## config.mk

```make
export PLATFORM = sky130hd
export DESIGN_NAME = pcm_tx_scheduler
export DESIGN_NICKNAME = d
export VERILOG_FILES = /design/src/rtl/pcm_tx_scheduler.sv
export SDC_FILE = /design/constraint.sdc
export NUM_CORES = 1
export LEC_CHECK = 0
export BUFFER_PORTS_ARGS = -buffer_cell sky130_fd_sc_hd__buf_4
export CAP_MARGIN = 30
export CELL_PAD_IN_SITES_DETAIL_PLACEMENT = 0
export CELL_PAD_IN_SITES_GLOBAL_PLACEMENT = 2
export CORE_ASPECT_RATIO = 0.6
export CORE_MARGIN = 3
export CORE_UTILIZATION = 48
export CTS_BUF_LIST = sky130_fd_sc_hd__clkbuf_8 sky130_fd_sc_hd__clkbuf_16
export CTS_CLUSTER_SIZE = 28
export DETAILED_ROUTE_END_ITERATION = 8
export PLACE_DENSITY = 0.81
export SKIP_CTS_REPAIR_TIMING = 1
export SYNTH_ARGS = -nofsm -noshare
export SYNTH_HDL_FRONTEND = slang
export SYNTH_SLANG_ARGS = --single-unit
```

## constraint.sdc

```tcl
create_clock -name clk -period 4.4 [get_ports clk]
set_input_delay 0 -clock clk [delete_from_list [all_inputs] [get_ports clk]]
set_output_delay 0 -clock clk [all_outputs]
set_load 0.005 [all_outputs]
```

## src/rtl/pcm_tx_scheduler.sv

```systemverilog
// Paces PCM samples from a small FIFO out at one sample per CLK_DIV cycles; pulse is registered (tick+1).
// Backpressure: in_ready low in IDLE or when full; underruns emit zeros and re-prime after sustained starvation.
module pcm_tx_scheduler #(
    parameter int CLK_DIV          = 3000,
    parameter int FIFO_DEPTH       = 8,
    parameter int PRIME_LEVEL      = 4,
    parameter int UNDERRUN_REPRIME = 4
) (
    input  logic        clk,
    input  logic        reset_n,
    input  logic        enable,
    input  logic        mute,
    input  logic [15:0] in_data,
    input  logic        in_valid,
    output logic        in_ready,
    output logic [15:0] pcm_out,
    output logic        audio_valid,
    output logic        running,
    output logic [7:0]  underrun_count
);

    localparam int AW = $clog2(FIFO_DEPTH);
    localparam int OW = AW + 1;
    localparam int CW = $clog2(CLK_DIV);
    localparam int UW = $clog2(UNDERRUN_REPRIME + 1);

    typedef enum logic [1:0] {IDLE, PRIME, RUN} state_t;

    state_t         state, state_nxt;
    logic [15:0]    mem [FIFO_DEPTH];
    logic [AW-1:0]  wr_ptr, rd_ptr;
    logic [OW-1:0]  occ;
    logic [CW-1:0]  cnt;
    logic [UW-1:0]  consec;
    logic           full, empty, push, pop, tick, flush, reprime;

    assign full     = (occ == OW'(FIFO_DEPTH));
    assign empty    = (occ == '0);
    assign in_ready = (state != IDLE) && !full;
    assign push     = in_valid && in_ready;
    // A dropping enable suppresses the tick so no new pulse is launched while leaving RUN.
    assign tick     = (state == RUN) && enable && (cnt == CW'(CLK_DIV - 1));
    assign pop      = tick && !empty;
    assign reprime  = tick && empty && (consec == UW'(UNDERRUN_REPRIME - 1));
    assign flush    = !enable || (state == IDLE);

    always_comb begin
        state_nxt = state;
        case (state)
            IDLE:    if (enable) state_nxt = PRIME;
            PRIME:   if (!enable) state_nxt = IDLE;
                     else if (occ >= OW'(PRIME_LEVEL)) state_nxt = RUN;
            RUN:     if (!enable) state_nxt = IDLE;
                     else if (reprime) state_nxt = PRIME;
            default: state_nxt = IDLE;
        endcase
    end

    always_ff @(posedge clk or negedge reset_n) begin
        if (!reset_n) begin
            state   <= IDLE;
            running <= 1'b0;
        end else begin
            state   <= state_nxt;
            running <= (state_nxt == RUN);
        end
    end

    always_ff @(posedge clk) begin
        if (push && !flush) mem[wr_ptr] <= in_data;
    end

    always_ff @(posedge clk or negedge reset_n) begin
        if (!reset_n) begin
            wr_ptr <= '0;
            rd_ptr <= '0;
            occ    <= '0;
        end else if (flush) begin
            wr_ptr <= '0;
            rd_ptr <= '0;
            occ    <= '0;
        end else begin
            if (push) wr_ptr <= wr_ptr + 1'b1;
            if (pop)  rd_ptr <= rd_ptr + 1'b1;
            occ <= occ + OW'(push) - OW'(pop);
        end
    end

    // Counter idles at 0 outside RUN, so entering RUN always starts a full period.
    always_ff @(posedge clk or negedge reset_n) begin
        if (!reset_n)                         cnt <= '0;
        else if (state != RUN)                cnt <= '0;
        else if (cnt == CW'(CLK_DIV - 1))     cnt <= '0;
        else                                  cnt <= cnt + 1'b1;
    end

    always_ff @(posedge clk or negedge reset_n) begin
        if (!reset_n) begin
            consec         <= '0;
            audio_valid    <= 1'b0;
            pcm_out        <= '0;
            underrun_count <= '0;
        end else begin
            audio_valid <= tick;
            if (tick) begin
                pcm_out <= (empty || mute) ? 16'h0000 : mem[rd_ptr];
                if (!empty || reprime) consec <= '0;
                else                   consec <= consec + 1'b1;
                if (empty && underrun_count != 8'hFF)
                    underrun_count <= underrun_count + 1'b1;
            end
        end
    end

endmodule

```

After elaboration in Yosys (flattened, before gate mapping)
Memories as Yosys holds them, arrays and structs flattened. Index checks and enable logic that the tools add are counted.

Add/sub/neg operators: 7. $lt $le $gt $ge: 1. Equality and inequality tests: 8. Multiplexer cells: 17. Reduce and logical (&&, ||, !) cells: 22.

Operator list (count): $mux W12 (2); $mux W16 (1); $mux W3 (5); $add A12 B1 Y12 const B (1); $eq A12 B12 Y1 const B (1); $mux W2 (5); $add A3 B1 Y3 const B (3); $logic_and A1 B1 Y1 (9); $add A8 B1 Y8 const B (1); $ne A8 B8 Y1 const B (1); $pmux W2 S3 (1); $reduce_bool A2 Y1 (3); $add A4 B1 Y4 (1); $eq A2 B2 Y1 const B (2); $eq A4 B4 Y1 const B (1); $ge A4 B3 Y1 const B (1); $logic_not A1 Y1 (4); $logic_not A4 Y1 (1); $mux W4 (1); $sub A4 B1 Y4 (1); $eq A3 B2 Y1 const B (1); $logic_or A1 B1 Y1 (3); $eq A2 B1 Y1 const B (1); $logic_not A2 Y1 (1); other kinds (3) (4).

Flip-flop bits (word level): 53. Memory bits (writable): 128. Output and inout port bits: 27. Logic and storage cells: 66. Memories kept: 1.

Memories: mem (words 8, bits a word 16, read ports 1, clocked after memory_dff 0, wr ports 1, RTL line 30) `logic [15:0] mem [FIFO_DEPTH];`.

Longest topological paths before layout
Word-level depth: 9. Depth in mapped cells: 14. Depth with buffers taken out: 11.

Worst setup path before layout
No wires, ideal clock.

Kind: register -> register. Start: reg cnt[0]. End: reg occ[3]. Library setup time: 0.132 ns. Arrival: 2.780 ns. Setup slack: 1.488 ns. Stages on the path, launching flop included: 15. Path buffers: 3. Path through: dfrtp_1 > ha_1 > nand3_2 > or4_1 > buf_2 > buf_2 > clkbuf_1 > nor2_1 > ha_1 > inv_1 > ha_1 > a21o_1 > a21oi_1 > xnor2_1 > nor2_1.

Word-level cells in the longest chain between the ends: 5.

Ends and longest elaborated chain: start, declared (RTL line 33) `logic [CW-1:0] cnt;`; start signal, assigned (RTL line 94) `else cnt <= cnt + 1'b1;`; $eq A12 B12 Y1 (RTL line 42) `assign tick = (state == RUN) && enable && (cnt == CW'(CLK_DIV - 1));`; $logic_and A1 B1 Y1 (RTL line 42); $logic_and A1 B1 Y1 (RTL line 43) `assign pop = tick && !empty;`; $sub A4 B1 Y4 (RTL line 85) `occ <= occ + OW'(push) - OW'(pop);`; $mux W4 (RTL line 78) `end else if (flush) begin`; end signal, assigned (RTL line 85); end, declared (RTL line 32) `logic [OW-1:0] occ;`.

No other way between the ends. A chain may end at the register's enable or synchronous reset.

Final worst setup path
Ends and elaborated chain as after synthesis.

==> metrics.csv <==
stage;metric;value;unit
grt;GRT Residual Overflow;0;
yosys;Synth Net Count;471;
layout;Layout Nets;551;
critical_path;Slowest-stage cell, CP;or4_1;
yosys;Avg Cell Area, Syn;16.8;um^2
yosys;top cells by count, synth;128 x edfxtp_1, 53 x dfrtp_1, 32 x mux4_2;
timing;fin. max-slew vios;0;
layout;area grow syn2layout;19.4;%
route;DRC;0;
critical_path;crit path capture type;flip-flop;
floorplan;effective utilization at floorplan;49.9;%
clock_tree;H-tree depth;4;
grt;antenna violations before repair;0;
yosys;cell count after synthesis;437;
timing;worst hold slack;0.186;ns
yosys;Seq/Total Area, Yosys;70.4;%
clock_tree;Root Driver;clkbuf_16;
clock_tree;clock slew at reported path FFs;0.07;ns
critical_path;Setup CP Type;flip-flop to flip-flop;
timing;worst setup margin;1.23;ns
clock_tree;clk_lat worst skew;0.43;ns
timing;fin crit share;72.0;%
critical_path;Crit Path Max Fanout;25;
route;via/cell ratio;5.42;
layout;# diodes;0;
route;initial drt markers;267;
timing;Max Clk Rate;0.316;GHz
critical_path;crit path from;cnt[0]$_DFF_PN0_;
hold_path;Hold Crit Class;input pin to async pin;
yosys;Seq cells post-synth;181;
grt;gr usage total;17.8;%
clock_tree;CTS Sinks;181;
critical_path;r2r startpoint;cnt[0]$_DFF_PN0_;
power;Leakage;3.19;nW
yosys;Synth top area share;52.3;%
critical_path;critical path launch point type;flip-flop;
timing;setup TNS;0;ns
timing;final setup fails;0;
floorplan;Die H;102;um
yosys;unique cell type count in the Yosys netlist;45;
route;drt total wl;14300;um
critical_path;max incr delay on CP;0.79;ns
yosys;synthesized cell area;0.00735;mm^2
power;pwr dens;392;mW/mm^2
timing;final-report hold violation count;0;
grt;first-pass GRT wire length;22700;um
critical_path;most used cell, CP;ha_1;
critical_path;CP required;4.71;ns
grt;vias in the first global route;3963;
placed_design;Placer Congestion;0.734;
critical_path;crit-path cells;ha_1, nand3_2, or4_1, buf_4, nor2_1, ha_1, inv_1, ha_1, a21o_1, a21oi_1, xnor2_1, nor2_1;
timing;final worst path period need;3.17;ns
route;ANT nets after route;0;
yosys;Synth Flop Type;edfxtp_1;
timing;Clock Skew;0.0182;ns
yosys;most frequent cell after synthesis;edfxtp_1;
floorplan;Core Footprint;0.0147;mm^2
yosys;cell taking the most area after synthesis;edfxtp_1;
run_status;status;finished, final reports clean;
critical_path;R2R setup slack;1.23;ns
floorplan;boundary pin count;48;
timing;Rel. slew slack;40.7;%
critical_path;Worst EP arrival;3.48;ns
critical_path;r2r worst-path depth;12;
yosys;synth top area cells;edfxtp_1 52%, dfrtp_1 18%, mux4_2 9.8%;
floorplan;Core Rows;34;
route;WL/cell;19.6;um
route;vias post-DR;3946;
placed_design;DPL Wire Length;8660;um
floorplan;Chip Width;166;um
yosys;EDFF count, synth;128;
floorplan;Die ar.;0.0169;mm^2
critical_path;worst r2r dst;occ[3]$_DFF_PN0_;
yosys;Async SR Flop Fraction;29.3;%
placed_design;Port Buffers;47;
layout;ratio of cells with drive above 1 in the final layout;27.2;%
clock_tree;Longest Clk Path Bufs;2;
yosys;Synth warnings;0;
job;Max-cap violations;0;
placed_design;pre-CTS WS;1.27;ns
grt;largest net degree at the start of global routing;54;
route;TritonRoute pass-1 iters;4;
timing;Worst-Margin Slew;0.889;ns
clock_tree;CTS tree;yes;
power;worst vdd ir;0.218;mV
layout;number of fill cells;1140;
timing;RSZ-0062 raised after global routing;false;
clock_tree;total CTS buffers;17;
[worst max path at each step]
stage / endpoint / slack [ns] / cells past startpoint
after floorplan: occ[3]$_DFF_PN0_ / 1.49 / 14
after global placement: occ[3]$_DFF_PN0_ / 1.34 / 12
after detailed placement: occ[3]$_DFF_PN0_ / 1.27 / 12
after CTS: occ[3]$_DFF_PN0_ / 1.24 / 12
after global routing: occ[3]$_DFF_PN0_ / 1.02 / 12
final: occ[3]$_DFF_PN0_ / 1.23 / 12
[worst max-delay path: cells and delay by family (launching register included)]
family | cells | cell delay [ns]
simple gates | 4 | 1.11
fa+ha+maj | 3 | 0.67
flops | 1 | 0.41
buf+inv | 2 | 0.40
compound gates | 2 | 0.33
xor+xnor | 1 | 0.13
[sequential cells by signal, indices dropped and copies added (netlist names), 2 cells and up]
register,cells
state,2
pcm_out,16
underrun_count,8
wr_ptr,3
mem,128
cnt,12
occ,4
rd_ptr,3
consec,3
[layout make-up]
| type | count | area (um^2) | area share (%) |
|---|---|---|---|
| well taps | 198 | 248 | 2.82 |
| flip-flops and latches | 181 | 5170 | 58.9 |
| multi-input cells | 222 | 2040 | 23.2 |
| clock inverters | 15 | 168 | 1.91 |
| inverters | 15 | 56.3 | 0.642 |
| clock buffers | 17 | 425 | 4.85 |
| repair buffers | 80 | 668 | 7.61 |
[cell families (layout without fill, tap and decap cells)]
group / Yosys count / in the layout / share of synthesized area (%)
adders and majority gates: 13 / 13 / 2.32
AOI/OAI and AO/OA: 42 / 42 / 3.88
and+or+nand+nor: 99 / 99 / 6.93
buffers and inverters: 34 / 127 / 2.06
muxes: 52 / 52 / 12.5
DFF: 181 / 181 / 70.4
xor gates and xnor gates: 16 / 16 / 1.91
[layer usage]
| layer | routed length (um) | global-route usage (%) |
|---|---|---|
| met5 | 0 | 0 |
| met4 | 126 | 4.60 |
| met3 | 565 | 4.48 |
| met2 | 6410 | 26.5 |
| met1 | 7160 | 26.9 |
[through the flow]
| stage | util (%) | total power, mW | cells | cell area [um^2] |
|---|---|---|---|---|
| 2_1_floorplan | - | 1.89 | 437 | 7350 |
| 3_3_place_gp | 54.1 | 1.93 | 676 | 7960 |
| 3_5_place_dp | 54.3 | 1.94 | 677 | 7990 |
| 4_1_cts | 58.3 | 3.46 | 709 | 8580 |
| 5_1_grt | 59.6 | 3.55 | 728 | 8770 |
| 6_report | 59.6 | 3.44 | 728 | 8770 |
[power breakdown]
part           switching [mW]  internal (mW)
combinational          0.0434         0.0334
clock                   0.676          0.855
sequential            0.00266           1.83
total                   0.722           2.72
[cell usage in the layout, fill, tap and decap left out, types with 2 or more instances in the layout]
cell type / count
a21o_1: 2
a21oi_1: 7
a311o_1: 2
a31o_2: 2
buf_4: 60
bufinv_16: 2
clkbuf_16: 17
clkinv_4: 2
dfrtp_1: 51
dfrtp_2: 2
dlygate4sd3_1: 19
edfxtp_1: 128
ha_1: 12
inv_1: 17
inv_6: 5
inv_8: 3
mux2i_1: 19
mux4_2: 32
nand2_1: 25
nand2b_1: 3
nand3_1: 11
nand4bb_1: 2
nor2_1: 27
nor3_1: 4
nor3_2: 2
nor3b_1: 2
nor4_1: 3
nor4_2: 2
o21ai_0: 13
o21ai_2: 10
or3_1: 7
or3b_2: 2
or4_1: 3
xnor2_1: 9
xor2_1: 7
Power figures use the tool's default switching activity.
